File: config.mk
export PLATFORM = sky130hd
export DESIGN_NAME = cluster_periph_rr_arbiter_flat
export DESIGN_NICKNAME = d
export VERILOG_FILES = /design/src/rtl/cluster_periph_rr_arbiter_if.sv /design/src/rtl/cluster_periph_rr_arbiter.sv /design/src/flat_wrapper.sv
export SDC_FILE = /design/constraint.sdc
export NUM_CORES = 1
export LEC_CHECK = 0
export ABC_AREA = 0
export BUFFER_PORTS_ARGS = -buffer_cell sky130_fd_sc_hd__buf_2
export CAP_MARGIN = 0
export CORE_AREA = 2 2 275 277
export DETAILED_ROUTE_END_ITERATION = 7
export DIE_AREA = 0 0 277 279
export PLACE_DENSITY = 0.31
export SYNTH_ARGS = -nofsm -noshare
export SYNTH_HDL_FRONTEND = slang
export SYNTH_SLANG_ARGS = --single-unit
export TNS_END_PERCENT = 5
File: constraint.sdc
create_clock -name clk_i -period 7.2 [get_ports clk_i]
set_input_delay 0.72 -clock clk_i [delete_from_list [all_inputs] [get_ports clk_i]]
set_output_delay 0.72 -clock clk_i [all_outputs]
set_load 0.02 [all_outputs]
File: src/rtl/cluster_periph_rr_arbiter_if.sv
// Bus bundle between the per-core periph demux outputs, the round-robin
// arbiter and the single cluster-peripheral slave plug.
// The slave modport is the arbiter's view. The master modport is the view of
// the surrounding cores and slave.
interface cluster_periph_rr_arbiter_if #(
  parameter int NB_CORES   = 8,
  parameter int ADDR_WIDTH = 32,
  parameter int DATA_WIDTH = 32
);
  localparam int BE_WIDTH = DATA_WIDTH / 8;

  logic [NB_CORES-1:0]            core_req_i;
  logic [NB_CORES*ADDR_WIDTH-1:0] core_add_i;
  logic [NB_CORES-1:0]            core_we_i;
  logic [NB_CORES*DATA_WIDTH-1:0] core_wdata_i;
  logic [NB_CORES*BE_WIDTH-1:0]   core_be_i;
  logic [NB_CORES-1:0]            core_gnt_o;
  logic [NB_CORES-1:0]            core_r_valid_o;
  logic [DATA_WIDTH-1:0]          core_r_data_o;
  logic                           core_r_opc_o;

  logic                           slv_req_o;
  logic [ADDR_WIDTH-1:0]          slv_add_o;
  logic                           slv_we_o;
  logic [DATA_WIDTH-1:0]          slv_wdata_o;
  logic [BE_WIDTH-1:0]            slv_be_o;
  logic                           slv_gnt_i;
  logic                           slv_r_valid_i;
  logic [DATA_WIDTH-1:0]          slv_r_data_i;

  logic                           busy_o;

  modport slave (
    input  core_req_i, core_add_i, core_we_i, core_wdata_i, core_be_i,
    input  slv_gnt_i, slv_r_valid_i, slv_r_data_i,
    output core_gnt_o, core_r_valid_o, core_r_data_o, core_r_opc_o,
    output slv_req_o, slv_add_o, slv_we_o, slv_wdata_o, slv_be_o,
    output busy_o
  );

  modport master (
    output core_req_i, core_add_i, core_we_i, core_wdata_i, core_be_i,
    output slv_gnt_i, slv_r_valid_i, slv_r_data_i,
    input  core_gnt_o, core_r_valid_o, core_r_data_o, core_r_opc_o,
    input  slv_req_o, slv_add_o, slv_we_o, slv_wdata_o, slv_be_o,
    input  busy_o
  );
endinterface

File: src/rtl/cluster_periph_rr_arbiter.sv
// Round-robin sharing of one cluster-peripheral slave port among NB_CORES
// core data ports. Only one transaction is outstanding at a time. The
// response goes back to the winning core. A WAIT-state watchdog returns an
// error response if the slave never answers.
module cluster_periph_rr_arbiter #(
  parameter int NB_CORES       = 8,
  parameter int ADDR_WIDTH     = 32,
  parameter int DATA_WIDTH     = 32,
  parameter int TIMEOUT_CYCLES = 256,
  parameter logic [DATA_WIDTH-1:0] ERR_DATA = DATA_WIDTH'(32'hBADACCE5)
) (
  input logic clk_i,
  input logic rst_ni,
  cluster_periph_rr_arbiter_if.slave bus
);
  localparam int BE_WIDTH = DATA_WIDTH / 8;
  localparam int ID_W     = (NB_CORES > 1) ? $clog2(NB_CORES) : 1;
  // The watchdog only has to reach TIMEOUT_CYCLES. Keep at least one bit so
  // the disabled case (TIMEOUT_CYCLES == 0) still has a legal width.
  localparam int WD_W     = (TIMEOUT_CYCLES > 0) ? $clog2(TIMEOUT_CYCLES + 1) : 1;
  localparam logic [WD_W-1:0] WD_MAX   = WD_W'(TIMEOUT_CYCLES);
  localparam logic [WD_W-1:0] WD_LIMIT = WD_W'((TIMEOUT_CYCLES == 0) ? 0 : TIMEOUT_CYCLES - 1);

  typedef enum logic [1:0] {IDLE, REQ, WAIT} state_t;

  state_t                state_q, state_d;
  logic [ID_W-1:0]       rr_ptr_q, rr_ptr_d;
  logic [ID_W-1:0]       id_q, id_d;
  logic [WD_W-1:0]       wdog_q, wdog_d;
  logic [ADDR_WIDTH-1:0] add_q, add_d;
  logic                  we_q, we_d;
  logic [DATA_WIDTH-1:0] wdata_q, wdata_d;
  logic [BE_WIDTH-1:0]   be_q, be_d;

  logic                  win_found;
  logic [ID_W-1:0]       win_id;
  logic [ID_W:0]         scan_sum;

  logic [ADDR_WIDTH-1:0] add_arr   [NB_CORES];
  logic [DATA_WIDTH-1:0] wdata_arr [NB_CORES];
  logic [BE_WIDTH-1:0]   be_arr    [NB_CORES];

  // Unpack the flattened per-core payload buses into per-core arrays.
  for (genvar g = 0; g < NB_CORES; g++) begin : g_unpack
    assign add_arr[g]   = bus.core_add_i[g*ADDR_WIDTH +: ADDR_WIDTH];
    assign wdata_arr[g] = bus.core_wdata_i[g*DATA_WIDTH +: DATA_WIDTH];
    assign be_arr[g]    = bus.core_be_i[g*BE_WIDTH +: BE_WIDTH];
  end

  // Pick the first requester, starting at rr_ptr and wrapping modulo NB_CORES.
  always_comb begin
    win_found = 1'b0;
    win_id    = '0;
    scan_sum  = '0;
    for (int k = 0; k < NB_CORES; k++) begin
      scan_sum = {1'b0, rr_ptr_q} + (ID_W+1)'(k);
      if (scan_sum >= (ID_W+1)'(NB_CORES)) scan_sum = scan_sum - (ID_W+1)'(NB_CORES);
      if (!win_found && bus.core_req_i[scan_sum[ID_W-1:0]]) begin
        win_found = 1'b1;
        win_id    = scan_sum[ID_W-1:0];
      end
    end
  end

  // Compute the next FSM state and drive the combinational grant and response outputs.
  always_comb begin
    state_d             = state_q;
    rr_ptr_d            = rr_ptr_q;
    id_d                = id_q;
    wdog_d              = wdog_q;
    add_d               = add_q;
    we_d                = we_q;
    wdata_d             = wdata_q;
    be_d                = be_q;
    bus.core_gnt_o      = '0;
    bus.core_r_valid_o  = '0;
    bus.core_r_data_o   = '0;
    bus.core_r_opc_o    = 1'b0;
    bus.slv_req_o       = 1'b0;
    case (state_q)
      IDLE: begin
        if (win_found) begin
          id_d    = win_id;
          add_d   = add_arr[win_id];
          we_d    = bus.core_we_i[win_id];
          wdata_d = wdata_arr[win_id];
          be_d    = be_arr[win_id];
          state_d = REQ;
        end
      end
      REQ: begin
        bus.slv_req_o        = 1'b1;
        bus.core_gnt_o[id_q] = bus.slv_gnt_i;
        if (bus.slv_gnt_i) begin
          rr_ptr_d = (id_q == ID_W'(NB_CORES - 1)) ? '0 : id_q + 1'b1;
          wdog_d   = '0;
          state_d  = WAIT;
        end
      end
      WAIT: begin
        if (wdog_q != WD_MAX) wdog_d = wdog_q + 1'b1;
        // A real response wins over a timeout that fires in the same cycle.
        if (bus.slv_r_valid_i) begin
          bus.core_r_valid_o[id_q] = 1'b1;
          bus.core_r_data_o        = bus.slv_r_data_i;
          state_d                  = IDLE;
        end else if ((TIMEOUT_CYCLES != 0) && (wdog_q == WD_LIMIT)) begin
          bus.core_r_valid_o[id_q] = 1'b1;
          bus.core_r_data_o        = ERR_DATA;
          bus.core_r_opc_o         = 1'b1;
          state_d                  = IDLE;
        end
      end
      default: state_d = IDLE;
    endcase
  end

  // Hold the state, the arbitration pointer, the watchdog and the latched payload.
  always_ff @(posedge clk_i or negedge rst_ni) begin
    if (!rst_ni) begin
      state_q  <= IDLE;
      rr_ptr_q <= '0;
      id_q     <= '0;
      wdog_q   <= '0;
      add_q    <= '0;
      we_q     <= 1'b0;
      wdata_q  <= '0;
      be_q     <= '0;
    end else begin
      state_q  <= state_d;
      rr_ptr_q <= rr_ptr_d;
      id_q     <= id_d;
      wdog_q   <= wdog_d;
      add_q    <= add_d;
      we_q     <= we_d;
      wdata_q  <= wdata_d;
      be_q     <= be_d;
    end
  end

  assign bus.slv_add_o   = add_q;
  assign bus.slv_we_o    = we_q;
  assign bus.slv_wdata_o = wdata_q;
  assign bus.slv_be_o    = be_q;
  assign bus.busy_o      = (state_q != IDLE);

  // A slave response is only meaningful while a transaction is outstanding.
  a_rvalid_in_wait: assert property (@(posedge clk_i) disable iff (!rst_ni)
    bus.slv_r_valid_i |-> (state_q == WAIT));

endmodule

File: src/flat_wrapper.sv
// flat-port wrapper written by rule: the top's interface ports become plain ports
module cluster_periph_rr_arbiter_flat 
#(
  parameter int NB_CORES       = 8,
  parameter int ADDR_WIDTH     = 32,
  parameter int DATA_WIDTH     = 32,
  parameter int TIMEOUT_CYCLES = 256,
  parameter logic [DATA_WIDTH-1:0] ERR_DATA = DATA_WIDTH'(32'hBADACCE5)
)
  (clk_i, rst_ni, bus_core_req_i, bus_core_add_i, bus_core_we_i, bus_core_wdata_i, bus_core_be_i, bus_slv_gnt_i, bus_slv_r_valid_i, bus_slv_r_data_i, bus_core_gnt_o, bus_core_r_valid_o, bus_core_r_data_o, bus_core_r_opc_o, bus_slv_req_o, bus_slv_add_o, bus_slv_we_o, bus_slv_wdata_o, bus_slv_be_o, bus_busy_o);
  cluster_periph_rr_arbiter_if #(.NB_CORES(NB_CORES), .ADDR_WIDTH(ADDR_WIDTH), .DATA_WIDTH(DATA_WIDTH)) bus_i ();
  input logic clk_i;
  input logic rst_ni;
  input wire logic [$bits(bus_i.core_req_i)-1:0] bus_core_req_i;
  input wire logic [$bits(bus_i.core_add_i)-1:0] bus_core_add_i;
  input wire logic [$bits(bus_i.core_we_i)-1:0] bus_core_we_i;
  input wire logic [$bits(bus_i.core_wdata_i)-1:0] bus_core_wdata_i;
  input wire logic [$bits(bus_i.core_be_i)-1:0] bus_core_be_i;
  input wire logic [$bits(bus_i.slv_gnt_i)-1:0] bus_slv_gnt_i;
  input wire logic [$bits(bus_i.slv_r_valid_i)-1:0] bus_slv_r_valid_i;
  input wire logic [$bits(bus_i.slv_r_data_i)-1:0] bus_slv_r_data_i;
  output wire logic [$bits(bus_i.core_gnt_o)-1:0] bus_core_gnt_o;
  output wire logic [$bits(bus_i.core_r_valid_o)-1:0] bus_core_r_valid_o;
  output wire logic [$bits(bus_i.core_r_data_o)-1:0] bus_core_r_data_o;
  output wire logic [$bits(bus_i.core_r_opc_o)-1:0] bus_core_r_opc_o;
  output wire logic [$bits(bus_i.slv_req_o)-1:0] bus_slv_req_o;
  output wire logic [$bits(bus_i.slv_add_o)-1:0] bus_slv_add_o;
  output wire logic [$bits(bus_i.slv_we_o)-1:0] bus_slv_we_o;
  output wire logic [$bits(bus_i.slv_wdata_o)-1:0] bus_slv_wdata_o;
  output wire logic [$bits(bus_i.slv_be_o)-1:0] bus_slv_be_o;
  output wire logic [$bits(bus_i.busy_o)-1:0] bus_busy_o;
  assign bus_i.core_req_i = bus_core_req_i;
  assign bus_i.core_add_i = bus_core_add_i;
  assign bus_i.core_we_i = bus_core_we_i;
  assign bus_i.core_wdata_i = bus_core_wdata_i;
  assign bus_i.core_be_i = bus_core_be_i;
  assign bus_i.slv_gnt_i = bus_slv_gnt_i;
  assign bus_i.slv_r_valid_i = bus_slv_r_valid_i;
  assign bus_i.slv_r_data_i = bus_slv_r_data_i;
  assign bus_core_gnt_o = bus_i.core_gnt_o;
  assign bus_core_r_valid_o = bus_i.core_r_valid_o;
  assign bus_core_r_data_o = bus_i.core_r_data_o;
  assign bus_core_r_opc_o = bus_i.core_r_opc_o;
  assign bus_slv_req_o = bus_i.slv_req_o;
  assign bus_slv_add_o = bus_i.slv_add_o;
  assign bus_slv_we_o = bus_i.slv_we_o;
  assign bus_slv_wdata_o = bus_i.slv_wdata_o;
  assign bus_slv_be_o = bus_i.slv_be_o;
  assign bus_busy_o = bus_i.busy_o;
  cluster_periph_rr_arbiter #(.NB_CORES(NB_CORES), .ADDR_WIDTH(ADDR_WIDTH), .DATA_WIDTH(DATA_WIDTH), .TIMEOUT_CYCLES(TIMEOUT_CYCLES), .ERR_DATA(ERR_DATA)) u_core (.clk_i(clk_i), .rst_ni(rst_ni), .bus(bus_i));
endmodule
==> summary.md, run 1 <==
| Metric | Value |
|---|---|
| Crit end category | register |
| DRC viols | 0 |
| Clock network fraction of design power | 5.9% |
| F_max | 204 MHz |
| FILL cells | 8388 |
| Syn Inst Count | 1016 |
| # clock sinks | 86 |
| Vias/cell | 3.80 |
| Cell Rows | 100 |
| Via Count | 10000 |
| Worst Hold Class | in2async |
| Grt ovf | 0 |
| Ys async rst share | 100% |
| Sequential share of power | 10.0% |
| Main combinational cell family by area after synthesis | multiplexers |
| Arrival time worst endpoint | 5.20 ns |
| Synth Net Count | 1619 |
| Non-Filler Instances | 2646 |
| # hold bufs at CTS | 0 |
| Total CTS buffers | 9 |
| Number of H-tree levels | 3 |
| IO Port Bufs | 715 |
| Final hold viol count | 0 |
| Delay of the slowest critical-path stage | 0.74 ns |
| Gr usage total | 11.8% |
| Endpoints failing setup | 0 |
| Post-CTS setup buffers | 0 |
| Placed insts | 2630 |
| Area contributors post-synth | mux2i_1, dfrtp_1, buf_6 |
| # Max-Cap Violations | 0 |
| Worst-path cell chain | inv_1, ha_1, mux2_2, mux4_2, o32ai_4, nand3_1, a21oi_1, o21a_4, buf_12, mux2i_1, mux2i_1, o21ai_1 |
| Final setup margin | 2.30 ns |
| Layout Nets | 2275 |
| Post-Synth Adder-Cell Area | 0.895% |
| Crit-path slowest cell | dfrtp_1 |
| Routability cong. | 0.934 |
| Yosys top cell by area | mux2i_1 |
| Synthesized area per cell | 9.63 µm² |
| Netlist cell types | 51 |
| Worst slack, placed | 2.19 ns |
| Resize count post-CTS | 0 |
| Chip Height | 279 µm |
| Period Utilization, post-route | 68.1% |
| Drt pass-1 iters | 5 |
| Number of DRC markers in iteration 0 | 377 |
| Clock Skew | 0.00972 ns |
| VDD IR max | 0.654 mV |
| CTS tree | built |
| FF/Latch Area | 0.00215 mm² |
| Top-area cell type share of the netlist area | 49.8% |
| P_leak | 7.55 nW |
| Mapped cell area | 0.00978 mm² |
| Warning count from the yosys run | 0 |
| CP Launch Type | register |
| Core Area | 0.0741 mm² |
| Most frequent cells after synthesis | mux2i_1, nand2_1, dfrtp_1, o21ai_1, buf_6 |
| Fin Hold WS | 0.362 ns |
| Die area | 0.0773 mm² |
| Vias in the first global route | 10500 |
| Tmin final | 4.90 ns |
| Worst Path Max Fanout | 41 |
| Slew Limit Fails | 0 |
| Final Power | 0.00923 W |
| Post-Synth XOR/XNOR Area | 0.716% |
| Starting Density | 13.2% |
| Setup TNS | 0 ns |
| P_int | 0.00452 W |
| Clk slew on worst S/H paths | 0.08 ns |
| Most used cell, CP | mux2i_1 |
| CP required | 7.50 ns |
| RSZ-0062 raised after global routing | no |
| Pwr Density | 638 mW/mm² |
| Status | finished clean |
| Fraction of layout cells with a size suffix above 1 | 45.9% |
| Die Wd | 277 µm |
| WL/cell | 18.1 µm |
| Clock tree root buffer cell | clkbuf_16 |
| Initial antenna violation count | 5 |
| Multi-input logic area | 0.00693 mm² |
| Synth Area in Compound Gates | 7.10% |
| Clk_lat worst skew | 0.38 ns |
| Cell with the most instances after synthesis | mux2i_1 |
| Measured slew at the worst slew-check pin | 0.969 ns |
| Setup CP Type | reg2reg |
| Sw power | 0.00471 W |
| Switch share | 51.1% |
| Hpwl dp | 39900 µm |
| Clock buffer depth | 2 |
| Slew Limit Headroom | 35.3% |
| EDFF count, synth | 0 |
| Register area share after synthesis | 22.0% |
| Synth Area in Simple Gates | 8.16% |
| Synth Register Bits | 86 |
| IO Pins | 716 |
| Mux cell area share after synthesis | 53.6% |
| Worst R2R Path Depth | 12 |
| Synth-to-layout area growth | 48.0% |
| Gate power share | 84.1% |
| Remaining antenna violation count after routing | 0 |
| Most used flip-flop cell after synthesis | dfrtp_1 |
| Post-Route WL | 47900 µm |
| Largest net degree at the start of global routing | 106 |
| First-pass GRT wire length | 67900 µm |
## per-layer routing
metal	wire, µm	track usage, %	vias to the layer above
met2	24700	21.6	427
met1	18800	13.2	4548
met3	3480	3.74	32
li1	-	-	5031
met4	891	2.93	6
met5	41	0	-
## metrics by stage
stage | area, µm² | utilization [%]
after CTS | 14500 | 19.5
after global placement | 14200 | 19.1
after global routing | 14500 | 19.5
final | 14500 | 19.5
after floorplan | 9780 | -
after detailed placement | 14200 | 19.1
## critical path, delay by kind of cell (launching register included)
family / cells / cell delay, ns
adder cells (fa/ha/maj): 1 / 0.63
multiplexers: 4 / 1.23
buffers and inverters: 2 / 0.59
AO/OA/AOI/OAI: 4 / 1.29
AND/OR/NAND/NOR: 1 / 0.16
flip-flops: 1 / 0.74
## flip-flops by register name, indices dropped and copies added, names as in the netlist
name,cells
u_core.wdog_q,9
u_core.state_q,2
u_core.bus.slv_wdata_o,32
u_core.rr_ptr_q,3
u_core.bus.slv_be_o,4
u_core.bus.slv_add_o,32
u_core.id_q,3
u_core.bus.slv_we_o,1
## cell families (layout without fill, tap and decap cells)
family	count (synthesis)	after routing
other	0	2
AO/OA/AOI/OAI	121	121
AND/OR/NAND/NOR	172	172
multiplexers	509	509
buffers and inverters	113	772
XOR/XNOR	8	8
adder cells (fa/ha/maj)	7	7
flip-flops	86	86
## power groups by stage
stage | clock [W] | sequential [W] | combinational (W)
3_3_place_gp | 0 | 0.000937 | 0.00792
5_1_grt | 0.000601 | 0.000968 | 0.00847
4_1_cts | 0.000591 | 0.000935 | 0.00798
2_1_floorplan | 0 | 0.00110 | 0.00622
6_report | 0.000542 | 0.000924 | 0.00776
3_5_place_dp | 0 | 0.000940 | 0.00797
## worst paths after layout
kind	from	to	slack, ns
setup / recovery	u_core.rr_ptr_q[0]	u_core.bus.slv_add_o[0]	2.30
hold / removal	rst_ni	u_core.bus.slv_add_o[15]	0.36
setup reg to reg	u_core.rr_ptr_q[0]	u_core.bus.slv_add_o[0]	2.30
hold reg to reg	u_core.bus.slv_add_o[28]	u_core.bus.slv_add_o[28]	0.48
max in group asynchronous	rst_ni	u_core.bus.slv_add_o[2]	5.70
min in group clk_i	u_core.bus.slv_add_o[28]	u_core.bus.slv_add_o[28]	0.48
## cell usage in the layout, fill, tap and decap left out, drive strengths merged, types with 2 or more instances in the layout
| cell type | synthesis | layout |
|---|---|---|
| xor2 | 6 | 6 |
| nand2 | 88 | 88 |
| nand3b | 2 | 2 |
| diode | 0 | 2 |
| nor3 | 8 | 8 |
| mux2i | 488 | 488 |
| and2 | 2 | 2 |
| mux4 | 10 | 10 |
| and3 | 14 | 14 |
| nor3b | 2 | 2 |
| nand2b | 7 | 7 |
| nor4 | 5 | 5 |
| o31ai | 2 | 2 |
| nand4 | 6 | 6 |
| nor2 | 20 | 20 |
| a22oi | 2 | 2 |
| o21ai | 77 | 77 |
| nand3 | 6 | 6 |
| bufinv | 0 | 2 |
| a21oi | 25 | 25 |
| inv | 29 | 29 |
| dfrtp | 86 | 86 |
| ha | 7 | 7 |
| buf | 59 | 729 |
| nor2b | 6 | 6 |
| clkbuf | 25 | 10 |
| mux2 | 11 | 11 |
| or3 | 3 | 3 |
| xnor2 | 2 | 2 |
## cell type report
type | count | share of cell area (%)
antenna | 2 | 0.0346
clock inverter | 4 | 0.501
sequential | 86 | 14.9
multi-input combinational | 817 | 47.8
timing repair buffer | 729 | 26.0
clock buffer | 10 | 1.65
tap | 969 | 8.38
inverter | 29 | 0.752
Note: power is estimated with default switching activity, not from simulation.
==> inputs of run 2 (changes only) <==
--- a/config.mk
+++ b/config.mk
@@ -5,12 +5,12 @@
 export SDC_FILE = /design/constraint.sdc
 export NUM_CORES = 1
 export LEC_CHECK = 0
-export ABC_AREA = 0
+export ABC_AREA = 1
 export BUFFER_PORTS_ARGS = -buffer_cell sky130_fd_sc_hd__buf_2
 export CAP_MARGIN = 0
-export CORE_AREA = 2 2 275 277
+export CORE_AREA = 2 2 278 280
 export DETAILED_ROUTE_END_ITERATION = 7
-export DIE_AREA = 0 0 277 279
+export DIE_AREA = 0 0 280 282
 export PLACE_DENSITY = 0.31
 export SYNTH_ARGS = -nofsm -noshare
 export SYNTH_HDL_FRONTEND = slang
==> constraint.sdc (replaced) <==
create_clock -name clk_i -period 4.9 [get_ports clk_i]
set_input_delay 0.49 -clock clk_i [delete_from_list [all_inputs] [get_ports clk_i]]
set_output_delay 0.49 -clock clk_i [all_outputs]
set_load 0.02 [all_outputs]
==> run 2 against run 1 <==
Effect of this change: clock skew grew 0.0053 ns; register-to-register slack lost 1.6 ns; synthesized cell count grew 76%; final cell count grew 27%; wire length grew 40%; flip-flop and latch count is the same; critical path depth grew 6; die area grew 2.2%; sequential share of layout area shrank 0.25 points; critical path type unchanged.
==> summary.md, run 2 <==
| Metric | Value |
|---|---|
| Area contributors post-synth | nand3_1, nand2_1, dfrtp_1 (was mux2i_1, dfrtp_1, buf_6) |
| Mapped cell area | 0.00995 mm² (was 0.00978 mm²) |
| Initial antenna violation count | 21 (was 5) |
| Warning count from the yosys run | 0 (unchanged) |
| Register area share after synthesis | 21.6% (was 22.0%) |
| Commonest non-fill, non-tap cell in the layout | nand3_1 (was buf_2) |
| Crit-path slowest cell | buf_4 (was dfrtp_1) |
| First-pass GRT wire length | 95200 µm (was 67900 µm) |
| Setup CP Type | reg2reg (unchanged) |
| Cell Rows | 101 (was 100) |
| Slew Limit Fails | 0 (unchanged) |
| Placed insts | 3348 (was 2630) |
| Synth-to-layout area growth | 47.9% (was 48.0%) |
| Arrival time worst endpoint | 4.49 ns (was 5.20 ns) |
| Delay of the slowest critical-path stage | 0.67 ns (was 0.74 ns) |
| Number of DRC markers in iteration 0 | 866 (was 377) |
| Non-Filler Instances | 3369 (was 2646) |
| Die Wd | 280 µm (was 277 µm) |
| Status | finished clean (unchanged) |
| Tmin final | 4.17 ns (was 4.90 ns) |
| Most used flip-flop cell after synthesis | dfrtp_1 (unchanged) |
| Chip Height | 282 µm (was 279 µm) |
| Core Area | 0.0757 mm² (was 0.0741 mm²) |
| Cell with the most instances after synthesis | nand3_1 (was mux2i_1) |
| Clock tree root buffer cell | clkbuf_16 (unchanged) |
| CTS tree | built (unchanged) |
| DRC viols | 0 (unchanged) |
| Slew Limit Headroom | 35.0% (was 35.3%) |
| Resize count post-CTS | 0 (unchanged) |
| Die area | 0.0790 mm² (was 0.0773 mm²) |
| # hold bufs at CTS | 0 (unchanged) |
| Clk slew on worst S/H paths | 0.09 ns (was 0.08 ns) |
| Drt pass-1 iters | 5 (unchanged) |
| Post-CTS setup buffers | 0 (unchanged) |
| Starting Density | 13.1% (was 13.2%) |
| Most frequent cells after synthesis | nand3_1, nand2_1, buf_2, dfrtp_1, inv_1 (was mux2i_1, nand2_1, dfrtp_1, o21ai_1, buf_6) |
| Largest net degree at the start of global routing | 111 (was 106) |
| IO Pins | 716 (unchanged) |
| Synth Register Bits | 86 (unchanged) |
| Total CTS buffers | 9 (unchanged) |
| Synthesized area per cell | 5.57 µm² (was 9.63 µm²) |
| Via Count | 14800 (was 10000) |
| Yosys top cell by area | nand3_1 (was mux2i_1) |
| Worst path top cell family by delay | simple AND/OR/NAND/NOR gates (was compound AO/OA/AOI/OAI gates) |
| Crit end category | register (unchanged) |
| Synth Net Count | 2391 (was 1619) |
| Grt ovf | 0 (unchanged) |
| CP Launch Type | register (unchanged) |
| Clock buffer depth | 2 (unchanged) |
| Syn Inst Count | 1788 (was 1016) |
| Hpwl dp | 52000 µm (was 39900 µm) |
| Gr usage total | 16.1% (was 11.8%) |
| Worst Path Max Fanout | 85 (was 41) |
| Final hold viol count | 0 (unchanged) |
| Top-area cell type share of the netlist area | 36.7% (was 49.8%) |
| RSZ-0062 raised after global routing | no (unchanged) |
| WL/cell | 20.0 µm (was 18.1 µm) |
| Vias in the first global route | 14600 (was 10500) |
| Worst-path cell chain | inv_2, ha_1, inv_1, nand3_1, nand3_1, nand2_2, nor2_4, nand4_4, nor2_4, nand2_2, nand3b_4, buf_4, nand3_1, nand3_1, nand3_1, nand2_1, nand2_1, nand2_1 (was inv_1, ha_1, mux2_2, mux4_2, o32ai_4, nand3_1, a21oi_1, o21a_4, buf_12, mux2i_1, mux2i_1, o21ai_1) |
| Remaining antenna violation count after routing | 0 (unchanged) |
| Most used cell, CP | nand3_1 (was mux2i_1) |
| F_max | 240 MHz (was 204 MHz) |
| Ys async rst share | 100% (unchanged) |
| CP required | 5.22 ns (was 7.50 ns) |
| Clock Skew | 0.0150 ns (was 0.00972 ns) |
| Vias/cell | 4.40 (was 3.80) |
| Layout Nets | 2984 (was 2275) |
| Fraction of layout cells with a size suffix above 1 | 32.9% (was 45.9%) |
| Netlist cell types | 35 (was 51) |
| Most frequent cells in the layout | nand3_1, buf_2, nand2_1 (was buf_2, mux2i_1, nand2_1) |
| Endpoints failing setup | 0 (unchanged) |
| Measured slew at the worst slew-check pin | 0.973 ns (was 0.969 ns) |
| IO Port Bufs | 715 (unchanged) |
| Post-Route WL | 67300 µm (was 47900 µm) |
| Setup TNS | 0 ns (unchanged) |
| Period Utilization, post-route | 85.1% (was 68.1%) |
| Clk_lat worst skew | 0.39 ns (was 0.38 ns) |
| Worst Hold Class | in2async (unchanged) |
| # Max-Cap Violations | 0 (unchanged) |
| EDFF count, synth | 0 (unchanged) |
| Routability cong. | 0.893 (was 0.934) |
| Worst path buffer plus inverter count | 3 (was 2) |
| Number of H-tree levels | 3 (unchanged) |
| # clock sinks | 86 (unchanged) |
[run 2: cell types whose count changed in the layout (fill, tap and decap cells not counted), moves of 9 or more]
cell     change
inv_1       +19
mux4_2      -10
mux2i_1    -487
and3_1      -13
nand2_1    +529
mux2_2       -9
nor2_1      +25
nand3_1    +723
o21ai_1     -72
[run 2: layout make-up]
| cell class | instances | area (µm²) |
|---|---|---|
| repair buffers | 743 | 3940 |
| clock buffers | 9 | 225 |
| fillers | 8963 | 61000 |
| diodes | 5 | 12.5 |
| well taps | 978 | 1220 |
| multi-input cells | 1486 | 6830 |
| inverters | 55 | 208 |
| clock inverters | 7 | 128 |
| flip-flops and latches | 86 | 2150 |
[run 2: per-stage QoR]
step                      hold slack [ns]  area [µm²]  util [%]  setup WS, ns
after floorplan                     0.194        9950         -          1.97
after global placement              0.459       14400      19.0         0.761
after detailed placement            0.460       14400      19.0         0.674
after CTS                           0.224       14700      19.4         0.654
after global routing                0.237       14700      19.4         0.200
final                               0.187       14700      19.4         0.732
[run 2: worst reg2reg max path, cell delays in order, from the launching register on]
cell      delay, ns
dfrtp_1        0.60
inv_2          0.21
ha_1           0.41
inv_1          0.23
nand3_1        0.15
nand3_1        0.15
nand2_2        0.10
nor2_4         0.16
nand4_4        0.12
nor2_4         0.18
nand2_2        0.10
nand3b_4       0.16
buf_4          0.67
nand3_1        0.28
nand3_1        0.12
nand3_1        0.19
nand2_1        0.13
nand2_1        0.05
nand2_1        0.08
[run 2: path summary, 6_finish.rpt]
path	from	to	slack (ns)	depth (start not counted)
max in group asynchronous	rst_ni	u_core.bus.slv_wdata_o[1]	3.56	2
hold reg to reg	u_core.bus.slv_add_o[2]	u_core.bus.slv_add_o[2]	0.47	2
setup reg to reg	u_core.rr_ptr_q[0]	u_core.bus.slv_add_o[3]	0.73	18
min in group clk_i	bus_slv_gnt_i	u_core.state_q[0]	0.40	4
setup / recovery	u_core.rr_ptr_q[0]	u_core.bus.slv_add_o[3]	0.73	18
hold / removal	rst_ni	u_core.bus.slv_wdata_o[15]	0.19	1
[run 2: cells by family (layout without fill, tap and decap cells)]
logic type	after synthesis	in the layout	synth area share, %
AOI/OAI and AO/OA	48	48	2.64
xor gates and xnor gates	4	4	0.352
adders and majority gates	7	7	0.880
buffers and inverters	216	814	10.1
DFF	86	86	21.6
other	0	5	0
and+or+nand+nor	1427	1427	64.4
[run 2: metal layers]
layer  global-route usage [%]  up-vias  part of all wire, %
met2                     28.2      553                   51
met4                     4.11       24                  1.9
met5                        0        -                 0.24
met1                     19.3     6983                   40
li1                         -     7182                    -
met3                     4.18       66                  7.4
Power of run 2 is left out: the tool's default activity adds up to more than one toggle a clock period on the data nets, which glitch-free logic cannot reach.
==> inputs of run 3 (changes only) <==
--- a/config.mk
+++ b/config.mk
@@ -8,10 +8,10 @@
 export ABC_AREA = 1
 export BUFFER_PORTS_ARGS = -buffer_cell sky130_fd_sc_hd__buf_2
 export CAP_MARGIN = 0
-export CORE_AREA = 2 2 278 280
+export CORE_AREA = 2 2 280 282
 export DETAILED_ROUTE_END_ITERATION = 7
-export DIE_AREA = 0 0 280 282
-export PLACE_DENSITY = 0.31
+export DIE_AREA = 0 0 282 284
+export PLACE_DENSITY = 0.3
 export SYNTH_ARGS = -nofsm -noshare
 export SYNTH_HDL_FRONTEND = slang
 export SYNTH_SLANG_ARGS = --single-unit
==> run 3 against run 2 <==
Effect of this change: clock skew grew 0.0016 ns; non-clock buffer count grew 7; sequential share of layout area shrank 0.11 points; critical path type unchanged; maximum frequency shrank 2.0%; worst hold slack lost 0.039 ns; wire length grew 2.2%; via count grew 0.71%; highest routed layer unchanged.
==> summary.md, run 3 (synthesis results as in run 2) <==
| Metric | Value |
|---|---|
| Endpoints failing setup | 0 (unchanged) |
| Most frequent cells in the layout | nand3_1, buf_2, nand2_1 (unchanged) |
| First-pass GRT wire length | 97500 µm (was 95200 µm) |
| Hpwl dp | 53200 µm (was 52000 µm) |
| Final hold viol count | 0 (unchanged) |
| Slew Limit Fails | 0 (unchanged) |
| Cell Rows | 102 (was 101) |
| Post-Route WL | 68700 µm (was 67300 µm) |
| Worst Hold Class | in2async (unchanged) |
| Delay of the slowest critical-path stage | 0.58 ns (was 0.67 ns) |
| # clock sinks | 86 (unchanged) |
| Worst Path Max Fanout | 100 (was 85) |
| Fraction of layout cells with a size suffix above 1 | 33.1% (was 32.9%) |
| Total CTS buffers | 9 (unchanged) |
| CTS tree | built (unchanged) |
| Slew Limit Headroom | 34.7% (was 35.0%) |
| Clk_lat worst skew | 0.39 ns (about the same) |
| Post-CTS setup buffers | 0 (unchanged) |
| Worst path buffer plus inverter count | 4 (was 3) |
| F_max | 235 MHz (was 240 MHz) |
| IO Port Bufs | 715 (unchanged) |
| Number of DRC markers in iteration 0 | 895 (was 866) |
| Die Wd | 282 µm (was 280 µm) |
| Measured slew at the worst slew-check pin | 0.976 ns (was 0.973 ns) |
| Arrival time worst endpoint | 4.57 ns (was 4.49 ns) |
| IO Pins | 716 (unchanged) |
| Most used cell, CP | nand3_1 (unchanged) |
| Initial antenna violation count | 16 (was 21) |
| Setup TNS | 0 ns (unchanged) |
| WL/cell | 20.0 µm (about the same) |
| Worst-path cell chain | inv_2, ha_1, inv_1, nand3_1, nand3_1, nand2_2, nor2_4, nand4_4, nor2_4, nand3_2, nand3_4, buf_12, buf_12, nand3_1, nand3_1, nand3_1, nand2_1, nand2_1, nand2_1 (was inv_2, ha_1, inv_1, nand3_1, nand3_1, nand2_2, nor2_4, nand4_4, nor2_4, nand2_2, nand3b_4, buf_4, nand3_1, nand3_1, nand3_1, nand2_1, nand2_1, nand2_1) |
| Synth-to-layout area growth | 49.1% (was 47.9%) |
| Drt pass-1 iters | 5 (unchanged) |
| Clock Skew | 0.0166 ns (was 0.0150 ns) |
| Core Area | 0.0770 mm² (was 0.0757 mm²) |
| Final Cell Area | 0.0148 mm² (was 0.0147 mm²) |
| CP Launch Type | register (unchanged) |
| Tmin final | 4.25 ns (was 4.17 ns) |
| Multi-input logic area | 0.00683 mm² (unchanged) |
| Period Utilization, post-route | 86.8% (was 85.1%) |
| FILL cells | 9127 (was 8963) |
| CP required | 5.22 ns (about the same) |
| RSZ-0062 raised after global routing | no (unchanged) |
| Vias/cell | 4.33 (was 4.40) |
| Clock buffer depth | 2 (unchanged) |
| Number of H-tree levels | 3 (unchanged) |
| Resize count post-CTS | 0 (unchanged) |
| DRC viols | 0 (unchanged) |
| FF/Latch Area | 0.00215 mm² (unchanged) |
| Status | finished clean (unchanged) |
| Largest net degree at the start of global routing | 149 (was 111) |
| Remaining antenna violation count after routing | 0 (unchanged) |
| Crit end category | register (unchanged) |
| Starting Density | 12.9% (was 13.1%) |
| Clk slew on worst S/H paths | 0.08 ns (was 0.09 ns) |
| Dpl cell area | 0.0145 mm² (was 0.0144 mm²) |
| Layout Nets | 2991 (was 2984) |
| # hold bufs at CTS | 0 (unchanged) |
| Setup CP Type | reg2reg (unchanged) |
| Crit-path slowest cell | dfrtp_1 (was buf_4) |
| Commonest non-fill, non-tap cell in the layout | nand3_1 (unchanged) |
| Chip Height | 284 µm (was 282 µm) |
| # Max-Cap Violations | 0 (unchanged) |
| Gr usage total | 16.4% (was 16.1%) |
| Clock tree root buffer cell | clkbuf_16 (unchanged) |
| Die area | 0.0801 mm² (was 0.0790 mm²) |
| Grt ovf | 0 (unchanged) |
| Routability cong. | 0.888 (was 0.893) |
| Vias in the first global route | 14700 (was 14600) |
| Via Count | 14900 (was 14800) |
| Worst path top cell family by delay | simple AND/OR/NAND/NOR gates (unchanged) |
-- run 3: stage by stage --
step                hold slack (ns)  utilization [%]  std cells  setup slack [ns]
finish                        0.148             19.3       3443             0.648
global route                  0.197             19.3       3439             0.302
CTS                           0.166             19.2       3433             0.716
detailed placement            0.461             18.8       3417             0.732
global placement              0.460             18.8       3417             0.729
floorplan                     0.194                -       1788              1.97
-- run 3: path summary, 6_finish.rpt --
kind / startpoint / endpoint / slack [ns] / cells after the start
max reg2reg: u_core.rr_ptr_q[0] / u_core.bus.slv_wdata_o[31] / 0.65 / 19
max: u_core.rr_ptr_q[0] / u_core.bus.slv_wdata_o[31] / 0.65 / 19
min reg2reg: u_core.bus.slv_wdata_o[3] / u_core.bus.slv_wdata_o[3] / 0.47 / 2
min: rst_ni / u_core.bus.slv_wdata_o[14] / 0.15 / 1
max in group asynchronous: rst_ni / u_core.bus.slv_wdata_o[22] / 3.56 / 2
min in group clk_i: bus_slv_gnt_i / u_core.state_q[0] / 0.41 / 4
-- run 3: layout make-up --
cell class / count / area share (%)
Antenna cell: 10 / 0.169
Inverter: 55 / 1.40
Clock inverter: 5 / 0.557
Tap cell: 1040 / 8.77
Multi-Input combinational cell: 1486 / 46.0
Sequential cell: 86 / 14.5
Timing Repair Buffer: 750 / 26.9
Clock buffer: 11 / 1.64
-- run 3: per-layer routing --
metal | GRT usage (%) | part of all wire, % | vias to the layer above
met4 | 5.69 | 2.4 | 12
met2 | 28.7 | 50 | 592
met3 | 3.20 | 6.6 | 69
met1 | 19.6 | 41 | 7032
met5 | 0 | 0.10 | -
li1 | - | - | 7208
Power of run 3 is left out for the same reason.
